## src/rtl/io_1_output_serializer_pkg.sv

```systemverilog
// Shared definitions for the IO-tile output serializer and its pad neighbours.
`timescale 1ns/1ps
package io_1_output_serializer_pkg;

    // Frame state of the serializer
    typedef enum logic {
        ST_IDLE  = 1'b0,
        ST_SHIFT = 1'b1
    } state_t;

    // Tristate polarity shared with the bidirectional pad BEL: 1 releases the pad
    localparam logic TRI_RELEASE = 1'b1;
    localparam logic TRI_DRIVE   = ~TRI_RELEASE;

    // Bits needed by the per-frame bit counter
    function automatic int cnt_width(input int width);
        return $clog2(width + 1);
    endfunction

endpackage

```

## src/rtl/io_piso_shift.sv

```systemverilog
// Parallel-load, MSB-first shift register with load and shift enables.
`timescale 1ns/1ps
module io_piso_shift
    import io_1_output_serializer_pkg::*;
#(
    parameter int unsigned WIDTH = 9
) (
    input  logic             i_clk,
    input  logic             i_rst,
    input  logic             i_load,
    input  logic             i_shift,
    input  logic [WIDTH-1:0] i_data,
    output logic             o_sout
);

    logic [WIDTH-1:0] r_sr;

    // Load has priority over shift; zeros fill from the LSB end
    always_ff @(posedge i_clk or posedge i_rst) begin
        if (i_rst) begin
            r_sr <= '0;
        end else if (i_load) begin
            r_sr <= i_data;
        end else if (i_shift) begin
            r_sr <= {r_sr[WIDTH-2:0], 1'b0};
        end
    end

    assign o_sout = r_sr[WIDTH-1];

endmodule

```

## src/rtl/io_1_output_serializer.sv

```systemverilog
// Fabric-to-pad output BEL: accepts a parallel word with valid/ready and
// shifts it out on I_top (optional start bit, then data MSB-first) while
// driving the pad through T_top for the duration of the frame.
`timescale 1ns/1ps
module io_1_output_serializer
    import io_1_output_serializer_pkg::*;
#(
    parameter int unsigned WIDTH      = 8,
    parameter int unsigned START_BIT  = 1,
    parameter bit          IDLE_LEVEL = 1'b1,
    parameter bit          DRIVE_IDLE = 1'b0
) (
    input  logic             UserCLK,
    input  logic             UserRST,
    input  logic             OutputEnable,
    input  logic [WIDTH-1:0] D,
    input  logic             D_valid,
    output logic             D_ready,
    output logic             Busy,
    output logic             Done,
    output logic             I_top,
    output logic             T_top
);

    localparam int unsigned     FW       = WIDTH + START_BIT;
    localparam int              CW       = cnt_width(WIDTH);
    localparam logic [CW-1:0]   CNT_LAST = CW'(FW - 1);

    state_t          r_state, w_state_nxt;
    logic [CW-1:0]   r_cnt, w_cnt_nxt;
    logic            r_itop, w_itop_nxt;
    logic            r_drive, w_drive_nxt;
    logic            r_done, w_done_nxt;
    logic            w_ready, w_accept, w_load, w_shift, w_sout;
    logic [FW-1:0]   w_frame;
    logic [FW-1:0]   w_load_word;

    // Zero-extension places the start bit (0) in front of the data when enabled
    assign w_frame     = FW'(D);
    // The first frame bit goes straight to I_top; the register keeps the rest
    assign w_load_word = {w_frame[FW-2:0], 1'b0};

    io_piso_shift #(
        .WIDTH (FW)
    ) u_piso (
        .i_clk   (UserCLK),
        .i_rst   (UserRST),
        .i_load  (w_load),
        .i_shift (w_shift),
        .i_data  (w_load_word),
        .o_sout  (w_sout)
    );

    // Next-state, counter, output-bit and handshake decisions
    always_comb begin
        w_state_nxt = r_state;
        w_cnt_nxt   = r_cnt;
        w_itop_nxt  = r_itop;
        w_drive_nxt = r_drive;
        w_done_nxt  = 1'b0;
        w_load      = 1'b0;
        w_shift     = 1'b0;
        w_ready     = OutputEnable &&
                      ((r_state == ST_IDLE) || ((r_state == ST_SHIFT) && (r_cnt == '0)));
        w_accept    = D_valid && w_ready;

        case (r_state)
            ST_IDLE: begin
                w_state_nxt = ST_IDLE;
            end
            ST_SHIFT: begin
                if (!OutputEnable) begin
                    // Abort: partial frame dropped, no completion pulse
                    w_state_nxt = ST_IDLE;
                    w_itop_nxt  = IDLE_LEVEL;
                    w_drive_nxt = DRIVE_IDLE;
                end else if (r_cnt != '0) begin
                    w_shift     = 1'b1;
                    w_itop_nxt  = w_sout;
                    w_cnt_nxt   = r_cnt - CW'(1);
                end else begin
                    w_done_nxt  = 1'b1;
                    w_state_nxt = ST_IDLE;
                    w_itop_nxt  = IDLE_LEVEL;
                    w_drive_nxt = DRIVE_IDLE;
                end
            end
            default: begin
                w_state_nxt = ST_IDLE;
            end
        endcase

        // A new word overrides the end-of-frame return to idle (no gap)
        if (w_accept) begin
            w_load      = 1'b1;
            w_state_nxt = ST_SHIFT;
            w_cnt_nxt   = CNT_LAST;
            w_itop_nxt  = w_frame[FW-1];
            w_drive_nxt = 1'b1;
        end
    end

    // State and output registers
    always_ff @(posedge UserCLK or posedge UserRST) begin
        if (UserRST) begin
            r_state <= ST_IDLE;
            r_cnt   <= '0;
            r_itop  <= IDLE_LEVEL;
            r_drive <= DRIVE_IDLE;
            r_done  <= 1'b0;
        end else begin
            r_state <= w_state_nxt;
            r_cnt   <= w_cnt_nxt;
            r_itop  <= w_itop_nxt;
            r_drive <= w_drive_nxt;
            r_done  <= w_done_nxt;
        end
    end

    assign D_ready = w_ready;
    assign Busy    = (r_state == ST_SHIFT);
    assign Done    = r_done;
    assign I_top   = r_itop;
    // Combinational so that dropping OutputEnable releases the pad at once
    assign T_top   = (r_drive && OutputEnable) ? TRI_DRIVE : TRI_RELEASE;

endmodule

```

## config.mk

```make
export PLATFORM = sky130hd
export DESIGN_NAME = io_1_output_serializer
export DESIGN_NICKNAME = d
export VERILOG_FILES = /design/src/rtl/io_1_output_serializer_pkg.sv /design/src/rtl/io_piso_shift.sv /design/src/rtl/io_1_output_serializer.sv
export SDC_FILE = /design/constraint.sdc
export NUM_CORES = 1
export LEC_CHECK = 0
export ABC_CLOCK_PERIOD_IN_PS = 2400
export CAP_MARGIN = 5
export CORE_MARGIN = 5
export CORE_UTILIZATION = 60
export DETAILED_ROUTE_END_ITERATION = 8
export DONT_BUFFER_PORTS = 1
export PLACE_DENSITY = 0.78
export SLEW_MARGIN = 20
export SYNTH_ARGS = -nofsm -noshare
export SYNTH_HDL_FRONTEND = slang
export SYNTH_HIERARCHICAL = 1
export SYNTH_SLANG_ARGS = --single-unit
```

## constraint.sdc

```tcl
create_clock -name UserCLK -period 2.4 [get_ports UserCLK]
set_input_delay 0.12 -clock UserCLK [delete_from_list [all_inputs] [get_ports UserCLK]]
set_output_delay 0.12 -clock UserCLK [all_outputs]
set_load 0.03 [all_outputs]
```

==> key figures, run 1 <==
Run status
  • Status: complete, no violations

Floorplanning
  • Starting Density: between 60% and 70%
  • Io pins: 17
  • Die area: approximately 2400 um^2
  • Die Wd: between 40 and 50 um
  • # rows: 14
  • Die Y: between 40 and 50 um
  • Core Footprint: between 1000 and 1500 um^2

Power
  • Max VDD drop: roughly 0.00058 V
  • Pwr/cell area: 947 nW/um^2
  • Switching share of total power: between 30% and 40%
  • Clk pwr share: 15.6%
  • Combinational Power Share: a little over a third
  • Lkg Pwr: roughly 0.45 nW
  • Internal: around 0.0006 W
  • Seq pwr share: between 40% and 50%
  • Net Switching: roughly 0.00037 W

STA
  • Final number of max-transition violations: 0
  • Worst slew pin tran: between 900 and 1000 ps
  • Period utilisation layout: a little under 90%
  • Endpoints failing setup: 0
  • F_max: about 480 MHz
  • Setup Skew: between 10 and 15 ps
  • Endpoints failing hold: 0
  • Max transition margin: a little over a third
  • Tmin final: between 2000 and 2500 ps
  • RSZ-0062 raised after global routing: no
  • Setup TNS: 0 ps

Setup path
  • Reg2Reg Setup Slack: just under 300 ps
  • CP endpoint: u_piso/r_sr[5]
  • Critical R2R Launch: r_cnt[0]
  • Critical setup path kind: reg -> reg
  • Startpoint types: register
  • Crit path required time: 2570 ps
  • Data arrival, critical path: roughly 2300 ps
  • Crit path launch: r_cnt[0]
  • Crit Path Max Fanout: 10
  • CP Capture Type: register
  • Worst reg2reg path depth: 6
  • Worst r2r dst: u_piso/r_sr[5]

Clock network
  • # H-tree levels: 1
  • Post-CTS setup repair buffer count: 0
  • Longest Clk Path Bufs: 2
  • Root buffer cell: clkbuf_4
  • TritonCTS Buffers: 3
  • Hold buffer count at CTS: 10
  • Clock transition at path regs: about 100 ps
  • Sinks on the clock net: 17
  • Post-cts resize count: 0
  • CTS tree: done
  • Worst-Skew Late Latency: ~300 ps

Final layout
  • Cell Count, Final, Fillers Out: ~120
  • Most frequent cells in the layout: dfrtp_1, nand2_1, dlygate4sd3_1
  • Most common cell after layout, fill and taps aside: dfrtp_1
  • Layout area overhead: 13.4%
  • Final nets: approximately 110
  • Ant diodes: 0
  • Filler cells: around 110
  • Ratio of cells with drive above 1 in the final layout: between 15 and 20%

Run
  • Max Cap Viol: 0

Routing
  • Drt total wl: 1.90 mm
  • First-pass detailed-route iteration total: 4
  • Routed len/inst: 16.5 um
  • # DRC: 0
  • Vias per inst: approximately 5.7
  • Vias: 660
  • Detail Route Antenna Nets: 0
  • DR iter-0 viols: 7

Synth
  • Mapped Avg Cell Area: between 10 and 15 um^2
  • Flops & latches, synth: 17
  • Yosys warns: 6
  • Post-synth top area cell: dfrtp_1
  • Yosys cell types: 32
  • Post-Syn Area: about 910 um^2
  • Register area share after synthesis: between 40% and 50%
  • Syn Nets: slightly above 100
  • Area contributors post-synth: dfrtp_1, mux2i_1, nand2_1
  • Post-synth top area share: a little over two fifths
  • Cells after Synth: 87

Global routing
  • Vias in the first global route: roughly 700
  • Largest net degree at the start of global routing: 19
  • Total track usage: 17.2%
  • Global-route wire length before repair: about 3.2 mm
  • Initial antenna violation count: 0
  • Total gr overflow: 0

Worst hold path
  • Min-Delay Path Class: in -> reg

Placement
  • Placed instance count: 101
  • Port bufs: 0
  • GPL Wtd Cong: between 0.7 and 0.8
  • Dpl hpwl: approximately 1.2 mm
## power by group through the flow
stage               combinational [W]  sequential [W]  clock (W)
CTS                          0.000339        0.000485   0.000158
floorplan                    0.000271        0.000473          0
detailed placement           0.000323        0.000489          0
global route                 0.000378        0.000497   0.000170
global placement             0.000305        0.000483          0
finish                       0.000341        0.000486   0.000153
## worst min path at each step
| stage | cells past startpoint | to | start |
|---|---|---|---|
| after floorplan | 1 | Busy | UserRST |
| after global placement | 1 | r_drive | UserRST |
| after detailed placement | 1 | r_cnt[3] | UserRST |
| after CTS | 2 | r_cnt[3] | OutputEnable |
| after global routing | 2 | r_cnt[3] | OutputEnable |
| final | 2 | r_cnt[3] | OutputEnable |
## cells in the mapped netlist
cell type,n
o21ai_1,7
nor3b_2,1
clkbuf_2,1
nand2_1,12
o21ai_0,1
o21a_1,1
nand2b_4,1
o32ai_2,1
o221ai_1,1
a311oi_1,2
inv_2,1
and4_2,1
o21ai_2,1
mux2i_1,8
dfrtp_1,16
dfstp_2,1
or4b_1,2
nor2_1,2
a21oi_1,1
nor3_1,3
nand2_2,1
inv_1,7
nand2b_1,2
buf_6,3
conb_1,1
ha_1,2
nand3_1,1
mux2_2,1
o211ai_2,1
nor2b_1,2
and4bb_2,1
nand3b_1,1
## through the flow
stage	setup WS, ps	util, %	area [um^2]	power (W)	hold slack [ps]
after global routing	180	70.3	1030	0.00104	76.4
after CTS	293	70.3	1030	0.000982	74.0
after global placement	429	61.7	908	0.000788	-25.3
after floorplan	808	-	912	0.000743	-65.1
final	298	70.3	1030	0.000980	78.7
after detailed placement	326	61.7	908	0.000812	-14.0
## metal layers
| metal | share of wire (%) | wire, um | track usage [%] |
|---|---|---|---|
| met1 | 42 | 791 | 21.3 |
| met2 | 51 | 969 | 27.6 |
| met3 | 6.5 | 124 | 7.03 |
| met4 | 0.68 | 13 | 4.04 |
| met5 | 0 | 0 | 0 |
## cell families (layout without fill, tap and decap cells)
kind of cell | after synthesis | count (layout) | synth area share [%]
other | 1 | 1 | 0.411
AOI/OAI and AO/OA | 16 | 16 | 12.8
and+or+nand+nor | 30 | 30 | 19.8
DFF | 17 | 17 | 46.8
muxes | 9 | 9 | 10.0
adders and majority gates | 2 | 2 | 2.74
buffers and inverters | 12 | 24 | 7.54
## registers in the layout (all words and copies together), names as in the netlist
| signal | cells |
|---|---|
| r_cnt | 4 |
| u_piso/r_sr | 9 |
| Busy | 1 |
| r_drive | 1 |
| I_top | 1 |
| Done | 1 |
## critical path: stages, from the launching register on
cell	delay [ps]
dfrtp_1	370
inv_1	70
ha_1	230
nor3b_2	190
nor2_1	750
mux2i_1	290
o21ai_1	80
## cell type report
class	count	area [um^2]	share of cell area [%]
sequential	17	427	41.2
multi-input combinational	58	417	40.3
timing repair buffer	12	115	11.1
inverter	8	30.0	2.90
clock buffer	4	26.3	2.54
tap	16	20.0	1.93
No activity file was read; power rests on OpenSTA's default activity.
==> run 2, diff against run 1 <==
--- a/config.mk
+++ b/config.mk
@@ -8,10 +8,10 @@
 export ABC_CLOCK_PERIOD_IN_PS = 2400
 export CAP_MARGIN = 5
 export CORE_MARGIN = 5
-export CORE_UTILIZATION = 60
+export CORE_UTILIZATION = 40
 export DETAILED_ROUTE_END_ITERATION = 8
 export DONT_BUFFER_PORTS = 1
-export PLACE_DENSITY = 0.78
+export PLACE_DENSITY = 0.56
 export SLEW_MARGIN = 20
 export SYNTH_ARGS = -nofsm -noshare
 export SYNTH_HDL_FRONTEND = slang
==> run 2 against run 1 <==
Net effect:
- clock-buffer cell count stayed put
- via count is 0.61% lower
- wire length is 3.3% lower
- register-to-register slack better by 30 ps
- clock skew is 5.2 ps lower
- clock power is 3% higher
- total power is 0.71% lower
- global-route usage is 4.5 points lower
- hold slack worse by 15 ps
- die area is 39% higher
- final area is 1.5% higher
- critical path type is now reg -> out
==> key figures, run 2 (same netlist as run 1, synthesis figures left out) <==
Run status
  • Status: complete, no violations

Final layout
  • Cell Count, Final, Fillers Out: 127 (+10%)
  • Most common cell after layout, fill and taps aside: dfrtp_1
  • Largest registers: u_piso/r_sr: 9 flops, r_cnt: 4 flops
  • Ant diodes: 0 (unchanged)
  • Final nets: 114 (unchanged)
  • Largest Register: u_piso/r_sr
  • Most frequent cells in the layout: dfrtp_1, nand2_1, dlygate4sd3_1
  • Number of flip-flops in the largest register: 9 (unchanged)
  • Layout area overhead: 15.1%
  • Ratio of cells with drive above 1 in the final layout: 16.2% (unchanged)

Floorplanning
  • Starting Density: 41.6% (-20 points)
  • Die area: 3340 um^2 (+39%)
  • Die Y: 57.8 um (+18%)
  • Die Wd: 57.8 um (+18%)
  • Core Footprint: 2190 um^2 (+49%)
  • # rows: 17 (+3)
  • Io pins: 17 (unchanged)

Setup path
  • CP Capture Type: output pin
  • Startpoint types: register
  • Crit Path Max Fanout: 5 (-5)
  • Worst r2r dst: u_piso/r_sr[1]
  • Reg2Reg Setup Slack: 330 ps (+30 ps)
  • Critical setup path kind: reg -> out
  • Data arrival, critical path: 1950 ps (-330 ps)
  • CP endpoint: D_ready
  • Worst reg2reg path depth: 6 (unchanged)
  • Crit path launch: r_cnt[1]
  • Crit path required time: 2280 ps (-290 ps)
  • Critical R2R Launch: r_cnt[0]

Clock network
  • Clock transition at path regs: 100 ps (about the same)
  • Worst-Skew Late Latency: 300 ps (about the same)
  • Sinks on the clock net: 17 (unchanged)
  • Root buffer cell: clkbuf_4
  • # H-tree levels: 1 (unchanged)
  • Hold buffer count at CTS: 10 (unchanged)
  • Post-CTS setup repair buffer count: 0 (unchanged)
  • Longest Clk Path Bufs: 2 (unchanged)
  • TritonCTS Buffers: 3 (unchanged)
  • Post-cts resize count: 0 (unchanged)
  • CTS tree: done

STA
  • Setup Skew: 6.04 ps (-5.22 ps)
  • Worst slew pin tran: 921 ps (-30.4 ps)
  • Period utilisation layout: 86.4% (-1.2 points)
  • Final number of max-transition violations: 0 (unchanged)
  • Worst setup margin: 326 ps (+28.6 ps)
  • Setup TNS: 0 ps (unchanged)
  • Endpoints failing hold: 0 (unchanged)
  • Tmin final: 2070 ps (-28.6 ps)
  • Endpoints failing setup: 0 (unchanged)
  • Max transition margin: 38.4% (+2.0 points)
  • RSZ-0062 raised after global routing: no
  • F_max: 482 MHz (+1.4%)

Routing
  • First-pass detailed-route iteration total: 4 (unchanged)
  • Routed len/inst: 14.5 um (-12%)
  • # DRC: 0 (unchanged)
  • Detail Route Antenna Nets: 0 (unchanged)
  • Vias per inst: 5.17 (-10%)
  • DR iter-0 viols: 6 (-1)
  • Drt total wl: 1.84 mm (-3.3%)
  • Vias: 656 (-0.61%)

Placement
  • Placed instance count: 113 (+12%)
  • GPL Wtd Cong: 0.793 (+4.2%)
  • Dpl hpwl: 1.28 mm (+2.4%)
  • Dpl ws: 328 ps (+2.24 ps)
  • Port bufs: 0 (unchanged)

Global routing
  • Initial antenna violation count: 0 (unchanged)
  • Vias in the first global route: 685 (+0.15%)
  • Largest net degree at the start of global routing: 19 (unchanged)
  • Global-route wire length before repair: 3.19 mm (-0.65%)
  • Total gr overflow: 0 (unchanged)
  • Total track usage: 12.7% (-4.5 points)

Power
  • Lkg Pwr: 0.449 nW (unchanged)
  • Max VDD drop: 0.000380 V (-34%)
  • Pwr/cell area: 927 nW/um^2 (-2.1%)
  • Total chip power: 0.000973 W (-0.71%)

Run
  • Max Cap Viol: 0 (unchanged)

Worst hold path
  • Min-Delay Path Class: in -> reg
[run 2: cell counts in the layout (fill, tap and decap cells not counted)]
Identical to the previous run, type by type.
[run 2: how the worst min path moves through the flow]
| stage | start | slack [ps] | endpoint | cells after the start |
|---|---|---|---|---|
| 3_5_place_dp | UserRST | -10 | r_cnt[1] | 1 |
| 5_1_grt | D_valid | 60 | Busy | 3 |
| 2_1_floorplan | UserRST | -70 | Busy | 1 |
| 4_1_cts | D_valid | 50 | Busy | 3 |
| 3_3_place_gp | UserRST | -8 | r_cnt[1] | 1 |
| 6_report | D_valid | 60 | r_cnt[2] | 2 |
[run 2: where the power goes]
group	total (W)	internal (W)	switching [W]	leakage, nW
registers	0.000482	0.000392	0.0000898	0.208
clock network	0.000157	0.0000648	0.0000926	0.0150
logic	0.000334	0.000157	0.000177	0.226
total	0.000973	0.000613	0.000359	0.449
[run 2: worst max-delay path, cell delays in order, from the launching register on]
cell and delay, ps:
dfrtp_1 390, inv_1 100, ha_1 200, nor3b_2 320
nor2b_1 150, nor2b_1 490
[run 2: per-layer routing]
| metal | part of all wire, % | vias up | global-route usage, % |
|---|---|---|---|
| met5 | 0 | - | 0 |
| met4 | 2.0 | 0 | 7.95 |
| met3 | 4.6 | 4 | 2.90 |
| met2 | 48 | 11 | 19.8 |
| met1 | 46 | 320 | 15.7 |
| li1 | - | 321 | - |
[run 2: area by class of cell]
| class | instances | area, um^2 |
|---|---|---|
| multi-input combinational | 58 | 417 |
| clock buffer | 4 | 26.3 |
| timing repair buffer | 12 | 115 |
| tap | 28 | 35.0 |
| fill | 213 | 1140 |
| inverter | 8 | 30.0 |
| sequential | 17 | 427 |
[run 2: stage by stage]
stage | cell area [um^2] | hold slack [ps] | util [%]
after global routing | 1050 | 64.9 | 47.9
final | 1050 | 63.4 | 47.9
after global placement | 923 | -7.74 | 42.1
after CTS | 1050 | 51.3 | 47.9
after detailed placement | 923 | -10.9 | 42.1
after floorplan | 912 | -65.1 | -
